===== src/rtl/call_return_ctrl_pkg.sv =====
// Shared definitions for the program-flow controller: FSM encoding and default widths.
package call_return_ctrl_pkg;

    localparam int unsigned PC_W_DEF    = 10;
    localparam int unsigned DEPTH_DEF   = 15;
    localparam int unsigned DEPTH_W     = 5;
    localparam logic [PC_W_DEF-1:0] IRQ_VECTOR_DEF = 10'h3F0;

    typedef enum logic [1:0] {
        ST_RUN   = 2'd0,
        ST_ISR   = 2'd1,
        ST_FAULT = 2'd2
    } state_e;

endpackage


===== src/rtl/call_return_ctrl_depth_tracker.sv =====
// Return-stack occupancy counter; reports whether a push or pop can be honoured.
module call_return_ctrl_depth_tracker
    import call_return_ctrl_pkg::*;
#(
    parameter int unsigned DEPTH = DEPTH_DEF
) (
    input  logic               clk,
    input  logic               reset,
    input  logic               inc_i,
    input  logic               dec_i,
    output logic [DEPTH_W-1:0] depth_o,
    output logic               can_push_c_o,
    output logic               can_pop_c_o
);

    logic [DEPTH_W-1:0] depth_q;
    logic [DEPTH_W-1:0] depth_d;

    assign can_push_c_o = (depth_q < DEPTH_W'(DEPTH));
    assign can_pop_c_o  = (depth_q != '0);

    // Saturating up/down step; requests that would leave 0..DEPTH are dropped.
    always_comb begin
        depth_d = depth_q;
        if (inc_i && !dec_i && can_push_c_o) begin
            depth_d = depth_q + DEPTH_W'(1);
        end else if (dec_i && !inc_i && can_pop_c_o) begin
            depth_d = depth_q - DEPTH_W'(1);
        end
    end

    always_ff @(posedge clk or posedge reset) begin
        if (reset) begin
            depth_q <= '0;
        end else begin
            depth_q <= depth_d;
        end
    end

    assign depth_o = depth_q;

endmodule


===== src/rtl/call_return_ctrl.sv =====
// Program-flow controller: owns the PC, resolves irq/reti/ret/call/jump and drives the return stack.
module call_return_ctrl
    import call_return_ctrl_pkg::*;
#(
    parameter int unsigned     PC_W       = PC_W_DEF,
    parameter int unsigned     DEPTH      = DEPTH_DEF,
    parameter logic [PC_W-1:0] RESET_PC   = '0,
    parameter logic [PC_W-1:0] IRQ_VECTOR = PC_W'(IRQ_VECTOR_DEF)
) (
    input  logic                clk,
    input  logic                reset,
    input  logic                stall,
    input  logic                jump,
    input  logic                call,
    input  logic                ret,
    input  logic                reti,
    input  logic                irq,
    input  logic [PC_W-1:0]     target,
    input  logic [PC_W-1:0]     stack_top,
    output logic [PC_W-1:0]     pc,
    output logic                push,
    output logic                pop,
    output logic [PC_W-1:0]     push_data,
    output logic                in_isr,
    output logic                fault,
    output logic [DEPTH_W-1:0]  depth
);

    state_e          state_q;
    state_e          state_d;
    logic [PC_W-1:0] pc_q;
    logic [PC_W-1:0] pc_d;
    logic            in_isr_q;
    logic            fault_q;

    logic            push_c;
    logic            pop_c;
    logic [PC_W-1:0] push_data_c;
    logic            can_push_c;
    logic            can_pop_c;

    call_return_ctrl_depth_tracker #(
        .DEPTH (DEPTH)
    ) u_depth (
        .clk          (clk),
        .reset        (reset),
        .inc_i        (push_c),
        .dec_i        (pop_c),
        .depth_o      (depth),
        .can_push_c_o (can_push_c),
        .can_pop_c_o  (can_pop_c)
    );

    // Event decode in priority order; a blocked push/pop freezes the PC and traps.
    always_comb begin
        push_c      = 1'b0;
        pop_c       = 1'b0;
        push_data_c = '0;
        pc_d        = pc_q;
        state_d     = state_q;

        if (!reset && !stall) begin
            case (state_q)
                ST_RUN, ST_ISR: begin
                    if (irq && (state_q == ST_RUN)) begin
                        if (can_push_c) begin
                            push_c      = 1'b1;
                            push_data_c = pc_q - PC_W'(1);
                            pc_d        = IRQ_VECTOR;
                            state_d     = ST_ISR;
                        end else begin
                            state_d = ST_FAULT;
                        end
                    end else if (reti) begin
                        if ((state_q == ST_ISR) && can_pop_c) begin
                            pop_c   = 1'b1;
                            pc_d    = stack_top;
                            state_d = ST_RUN;
                        end else begin
                            state_d = ST_FAULT;
                        end
                    end else if (ret) begin
                        if (can_pop_c) begin
                            pop_c = 1'b1;
                            pc_d  = stack_top;
                        end else begin
                            state_d = ST_FAULT;
                        end
                    end else if (call) begin
                        if (can_push_c) begin
                            push_c      = 1'b1;
                            push_data_c = pc_q;
                            pc_d        = target;
                        end else begin
                            state_d = ST_FAULT;
                        end
                    end else if (jump) begin
                        pc_d = target;
                    end else begin
                        pc_d = pc_q + PC_W'(1);
                    end
                end
                default: begin
                    pc_d    = pc_q;
                    state_d = ST_FAULT;
                end
            endcase
        end
    end

    // FSM with registered status outputs derived from the next state.
    always_ff @(posedge clk or posedge reset) begin
        if (reset) begin
            state_q  <= ST_RUN;
            pc_q     <= RESET_PC;
            in_isr_q <= 1'b0;
            fault_q  <= 1'b0;
        end else begin
            state_q  <= state_d;
            pc_q     <= pc_d;
            in_isr_q <= (state_d == ST_ISR);
            fault_q  <= (state_d == ST_FAULT);
        end
    end

    assign pc        = pc_q;
    assign push      = push_c;
    assign pop       = pop_c;
    assign push_data = push_data_c;
    assign in_isr    = in_isr_q;
    assign fault     = fault_q;

endmodule


===== config.mk =====
export PLATFORM = sky130hd
export DESIGN_NAME = call_return_ctrl
export DESIGN_NICKNAME = d
export VERILOG_FILES = /design/src/rtl/call_return_ctrl_pkg.sv /design/src/rtl/call_return_ctrl_depth_tracker.sv /design/src/rtl/call_return_ctrl.sv
export SDC_FILE = /design/constraint.sdc
export NUM_CORES = 1
export LEC_CHECK = 0
export ABC_AREA = 1
export CORE_UTILIZATION = 30
export CTS_BUF_LIST = sky130_fd_sc_hd__clkbuf_4 sky130_fd_sc_hd__clkbuf_8
export CTS_CLUSTER_DIAMETER = 120
export CTS_CLUSTER_SIZE = 28
export DETAILED_ROUTE_END_ITERATION = 12
export PLACE_DENSITY_LB_ADDON = 0.2
export SKIP_CTS_REPAIR_TIMING = 1
export SYNTH_ARGS = -nofsm -noshare
export SYNTH_HDL_FRONTEND = slang
export SYNTH_SLANG_ARGS = --single-unit

===== constraint.sdc =====
create_clock -name clk -period 2.7 [get_ports clk]
set_input_delay 0.54 -clock clk [delete_from_list [all_inputs] [get_ports clk]]
set_output_delay 0.54 -clock clk [all_outputs]
set_load 0.03 [all_outputs]

Yosys cells after proc, flatten, opt, wreduce, memory -nomap -nowiden
Cells that the tools add are included.

Register bits: 19. Output and inout port bits: 29. Input bits: 28.

$add $sub $neg: 4. Magnitude comparators: 1. Mux-type cells: 43. Reductions and logical operators: 16. Eq/ne operators: 7.

Operators by type and width (count): $mux 10 (17); $mux 2 (10); $mux 1 (14); $add 10x1->10 const B (1); $mux 5 (2); $sub 10x1->10 const B (1); $ne 4x1->1 const B (2); $logic_and 1x1->1 (7); $reduce_and 6->1 (1); $add 5x1->5 const B (1); $lt 5x4->1 const B (1); $reduce_bool 5->1 (1); $sub 5x1->5 const B (1); $eq 2x1->1 const B (2); $logic_not 1->1 (4); $ne 3x1->1 const B (1); $eq 2x2->1 const B (1); $logic_not 2->1 (1); $ne 2x1->1 const B (1); $reduce_bool 2->1 (1); $reduce_or 2->1 (1).

Longest topological paths before layout
Word-level depth: 13. Depth in mapped cells: 14.

By module
A second synthesis with hierarchy kept.

Cells, all modules: 311. Area, all modules: 1903.1 um^2.

Modules (own cells, without submodules): call_return_ctrl (area an instance 1482.7 um^2, cells each 255, sequential area each 350.3 um^2, times used 1); call_return_ctrl_depth_tracker (area an instance 420.4 um^2, cells each 56, sequential area each 125.1 um^2, times used 1).

Worst setup path after synthesis
Ideal clock, no wire load.

Kind: register to output. From: register u_depth.depth_q[0], in the netlist u_depth.depth_o[0]. To: output port push_data[1]. Path slack: 262 ps. Data required time: 2160 ps. Path buffers: 1. Stages on the path, launching flop included: 7. Data arrival time: 1898 ps. Path through: dfrtp_1 > nand2_1 > nor2_1 > nor2_1 > nand3_2 > buf_6 > a211oi_1.

Longest elaborated chain between the ends: 8. Elaborated cells between the ends (all ways): 9.

Ends and longest elaborated chain: start, declared (RTL line call_return_ctrl_depth_tracker.sv:16) `logic [DEPTH_W-1:0] depth_q;`; start signal, assigned (RTL line call_return_ctrl_depth_tracker.sv:36) `depth_q <= depth_d;`; $lt 5x4->1 * (RTL line call_return_ctrl_depth_tracker.sv:19) `assign can_push_c_o = (depth_q < DEPTH_W'(DEPTH));`; $mux 10 (RTL line call_return_ctrl.sv:90) `if (can_push_c) begin`; $mux 10 (RTL line call_return_ctrl.sv:89) `end else if (call) begin`; $mux 10 (RTL line call_return_ctrl.sv:82) `end else if (ret) begin`; $mux 10 (RTL line call_return_ctrl.sv:74) `end else if (reti) begin`; $mux 10 * (RTL line call_return_ctrl.sv:65) `if (irq && (state_q == ST_RUN)) begin`; $mux 10 * (RTL line call_return_ctrl.sv:63) `case (state_q)`; $mux 10 * (RTL line call_return_ctrl.sv:62) `if (!reset && !stall) begin`; end, declared (RTL line call_return_ctrl.sv:23) `output logic [PC_W-1:0] push_data,`.

Every way passes the cells marked *; elsewhere a longest branch is shown, timed or not.

Final worst setup path
From: input port irq. To: output port push_data[9].

Longest elaborated chain between the ends: 4.

Ends and longest elaborated chain: start, declared (RTL line call_return_ctrl.sv:17) `input logic irq,`; $logic_and 1x1->1 (RTL line call_return_ctrl.sv:65); $mux 10 (RTL line call_return_ctrl.sv:65); $mux 10 (RTL line call_return_ctrl.sv:63); $mux 10 (RTL line call_return_ctrl.sv:62).

No other way between the ends.

==> flow_summary.json <==
{
  "status": "complete, no violations",
  "fmax_ghz": 0.387,
  "synth_mux_area_share_pct": 0,
  "io_pins": 57,
  "drive_gt1_share_pct": 12.3,
  "grt_max_degree": 20,
  "critPathMaxStageDelay_ns": 0.50,
  "synth_area_sq_mm": 0.00177,
  "cellLeakagePower_nw": 1.15,
  "rsz0062_at_grt": "false",
  "cp_max_fo": 17,
  "clockRootBuffer": "clkbuf_8",
  "synthArstFlopShare_pct": 100,
  "first_pass_iters": 4,
  "grtUsageTotal_pct": 18.4,
  "rrSetupSlack_ns": 0.46,
  "layout_setup_ws_ns": 0.113,
  "rr_worst_depth": 14,
  "worstMarginPinSlew_ns": 0.829,
  "cts_sinks": 19,
  "syn_area_per_cell_sq_um": 6.14,
  "synth.most_common_cell": "nand2_1",
  "ant_nets": 0,
  "htree_num_levels": 1,
  "crit_buf_inv": 4,
  "synth_top_area_share_pct": 26.8,
  "core_sq_mm": 0.00561,
  "timing.hold.ws_ns": 0.574,
  "hold_path.class": "reg2reg",
  "place_congestion": 0.892,
  "cts_tree": "done",
  "die_h_microns": 78.9,
  "skew_ns": 0.00468,
  "dp_hpwl_microns": 3980,
  "syn_inst": 289,
  "yosys.area_share.adder_pct": 4.65,
  "post-place-ws_ns": 0.0154,
  "io_buffers": 56,
  "finalMaxSlewViolations": 0,
  "grt_pass1_vias": 1917,
  "drtIter0Drc": 123,
  "ys.flop_type": "dfrtp_1",
  "cp_data_required_time_ns": 2.16,
  "area_growth_pct": 41.4,
  "gr-total-overflow": 0,
  "finalSetupViolCount": 0,
  "cp-startpoint": "irq",
  "synth_top_family_by_area": "simple AND/OR/NAND/NOR gates",
  "antenna_found_initial": 0,
  "synth_compound_area_share_pct": 11.3,
  "finalHoldViolCount": 0,
  "wl_microns": 5430,
  "rows": 27,
  "synth_cell_types": 30,
  "clk_pin_slew_ns": 0.08,
  "synth-xor-area-share_pct": 1.97,
  "yosys-top-cells-count": "nand2_1, nor2_1, inv_1, nand3_1, dfrtp_1",
  "vias": 2004,
  "cp_top_family": "buffers and inverters",
  "fill_cells": 604,
  "maxSlewHeadroom_pct": 44.7,
  "numCtsBuffers": 3,
  "synthTopCellsByArea": "dfrtp_1, nand2_1, nor2_1",
  "timing.rr.end": "u_depth.depth_o[4]",
  "grt_pass1_wl_microns": 9040,
  "ctsLongestPathBuffers": 2,
  "r2r-start": "u_depth.depth_o[1]",
  "start_kind": "primary input",
  "critPathKind": "in2out",
  "fin_setup_tns_ns": 0,
  "cp_slowest_cell": "clkdlybuf4s50_1",
  "yosys.area.top_type": "dfrtp_1",
  "post_drt_wl_per_cell_microns": 12.8,
  "yosysWarnings": 0,
  "ir_drop_mv": 0.132,
  "synth_edf_count": 0,
  "path_cells": "clkdlybuf4s50_1 > nand3_4 > buf_12 > inv_8 > nand4_1 > xor2_1 > nor2_1 > buf_4",
  "via_per_inst": 4.74,
  "start_util_pct": 31.6,
  "yosys_register_bits": 19,
  "critical_path_depth": 8,
  "nets": 386,
  "n_antenna_cell": 0,
  "synth_seq_area_share_pct": 26.8,
  "fp.dieW_microns": 78.9,
  "synth_nets": 323,
  "cp.arrival_ns": 2.05,
  "dieArea_sq_mm": 0.00623,
  "final_util_pct": 44.7,
  "period_minus_slack_ns": 2.59,
  "route.detailed.drc": 0,
  "critPathCapture": "push_data[9]",
  "cp-end-kind": "output port",
  "fin_crit_sh_pct": 95.8,
  "powerDensity_mw_per_mm2": 241,
  "maxCapViolations": 0,
  "synthSimpleGateAreaFrac_pct": 46.4,
  "clk_latency_ns": 0.26
}
registers in the layout (all words and copies together), names as in the netlist:
signal,count
fault,1
in_isr,1
pc,10
state_q,2
u_depth.depth_o,5
power by group:
| group | internal [mW] | leakage, nW | total, mW | switching, mW |
|---|---|---|---|---|
| combinational | 0.0525 | 0.872 | 0.0971 | 0.0446 |
| sequential | 0.284 | 0.250 | 0.284 | 0.0000000131 |
| clock | 0.115 | 0.0262 | 0.223 | 0.108 |
| total | 0.452 | 1.15 | 0.604 | 0.152 |
worst min path at each step:
stage,start,cells after the start,to,slack (ns)
2_1_floorplan,reset,1,fault,0.49
3_3_place_gp,state_q[1],2,state_q[1],0.53
3_5_place_dp,state_q[1],2,state_q[1],0.55
4_1_cts,state_q[1],2,state_q[1],0.57
5_1_grt,state_q[1],2,state_q[1],0.60
6_report,state_q[1],2,state_q[1],0.57
through the flow:
stage	total power, mW	std cells	cell area (sq um)
after floorplan	0.333	289	1770
after global placement	0.388	419	2430
after detailed placement	0.388	419	2430
after CTS	0.613	423	2480
after global routing	0.634	423	2510
final	0.604	423	2510
logic make-up (layout without fill, tap and decap cells):
kind of cell | count (synthesis) | after routing
AO/OA/AOI/OAI | 32 | 32
flip-flops | 19 | 19
buffers and inverters | 37 | 99
XOR/XNOR | 4 | 4
AND/OR/NAND/NOR | 191 | 191
adder cells (fa/ha/maj) | 6 | 6
layout by cell type, fill, tap and decap left out:
cell type        count
clkbuf_8             3
dfrtp_1             19
nor2_2               2
clkbuf_4             1
a21boi_0             1
a21oi_1             17
or2_2                1
nand4_1              4
buf_6                1
nor2_1              38
o2111ai_1            1
nand2_2              2
o21ai_1              1
inv_2                2
buf_12               1
a21oi_4              2
xor2_1               4
nor3_1               5
nor3_2               3
nand3_1             26
nand3_2              1
o211ai_1             1
fa_1                 1
ha_1                 5
nor2_4               2
nand3_4              2
a211oi_1             2
inv_1               28
clkdlybuf4s50_1     44
inv_8                1
o21ai_0              6
nand2_1            105
o21ai_2              1
buf_4               18
final cells by class:
class                   instances  area [sq um]  area share (%)
flip-flops and latches         19           475            19.0
inverters                      31           124            4.94
multi-input cells             233          1160            46.4
clock buffers                   4          48.8            1.95
repair buffers                 64           607            24.2
well taps                      72          90.1            3.59
worst reg2reg max path: stages, from the launching register on:
cell	delay, ns
dfrtp_1	0.47
nand2_1	0.14
nor2_1	0.05
nor2_1	0.22
nand3_4	0.15
buf_4	0.19
ha_1	0.31
nand2_1	0.09
nand2_1	0.05
a21oi_1	0.16
inv_1	0.06
nand2_1	0.06
nand2_1	0.04
nand2_1	0.05
o21ai_0	0.07
routing by layer:
layer | up-vias | track usage, % | part of all wire (%)
met2 | 47 | 32.0 | 48
met4 | 0 | 4.55 | 0.53
met1 | 907 | 24.3 | 47
met5 | - | 0 | 0
met3 | 4 | 1.95 | 4.0
li1 | 1046 | - | -
No activity file was read; power rests on OpenSTA's default activity.
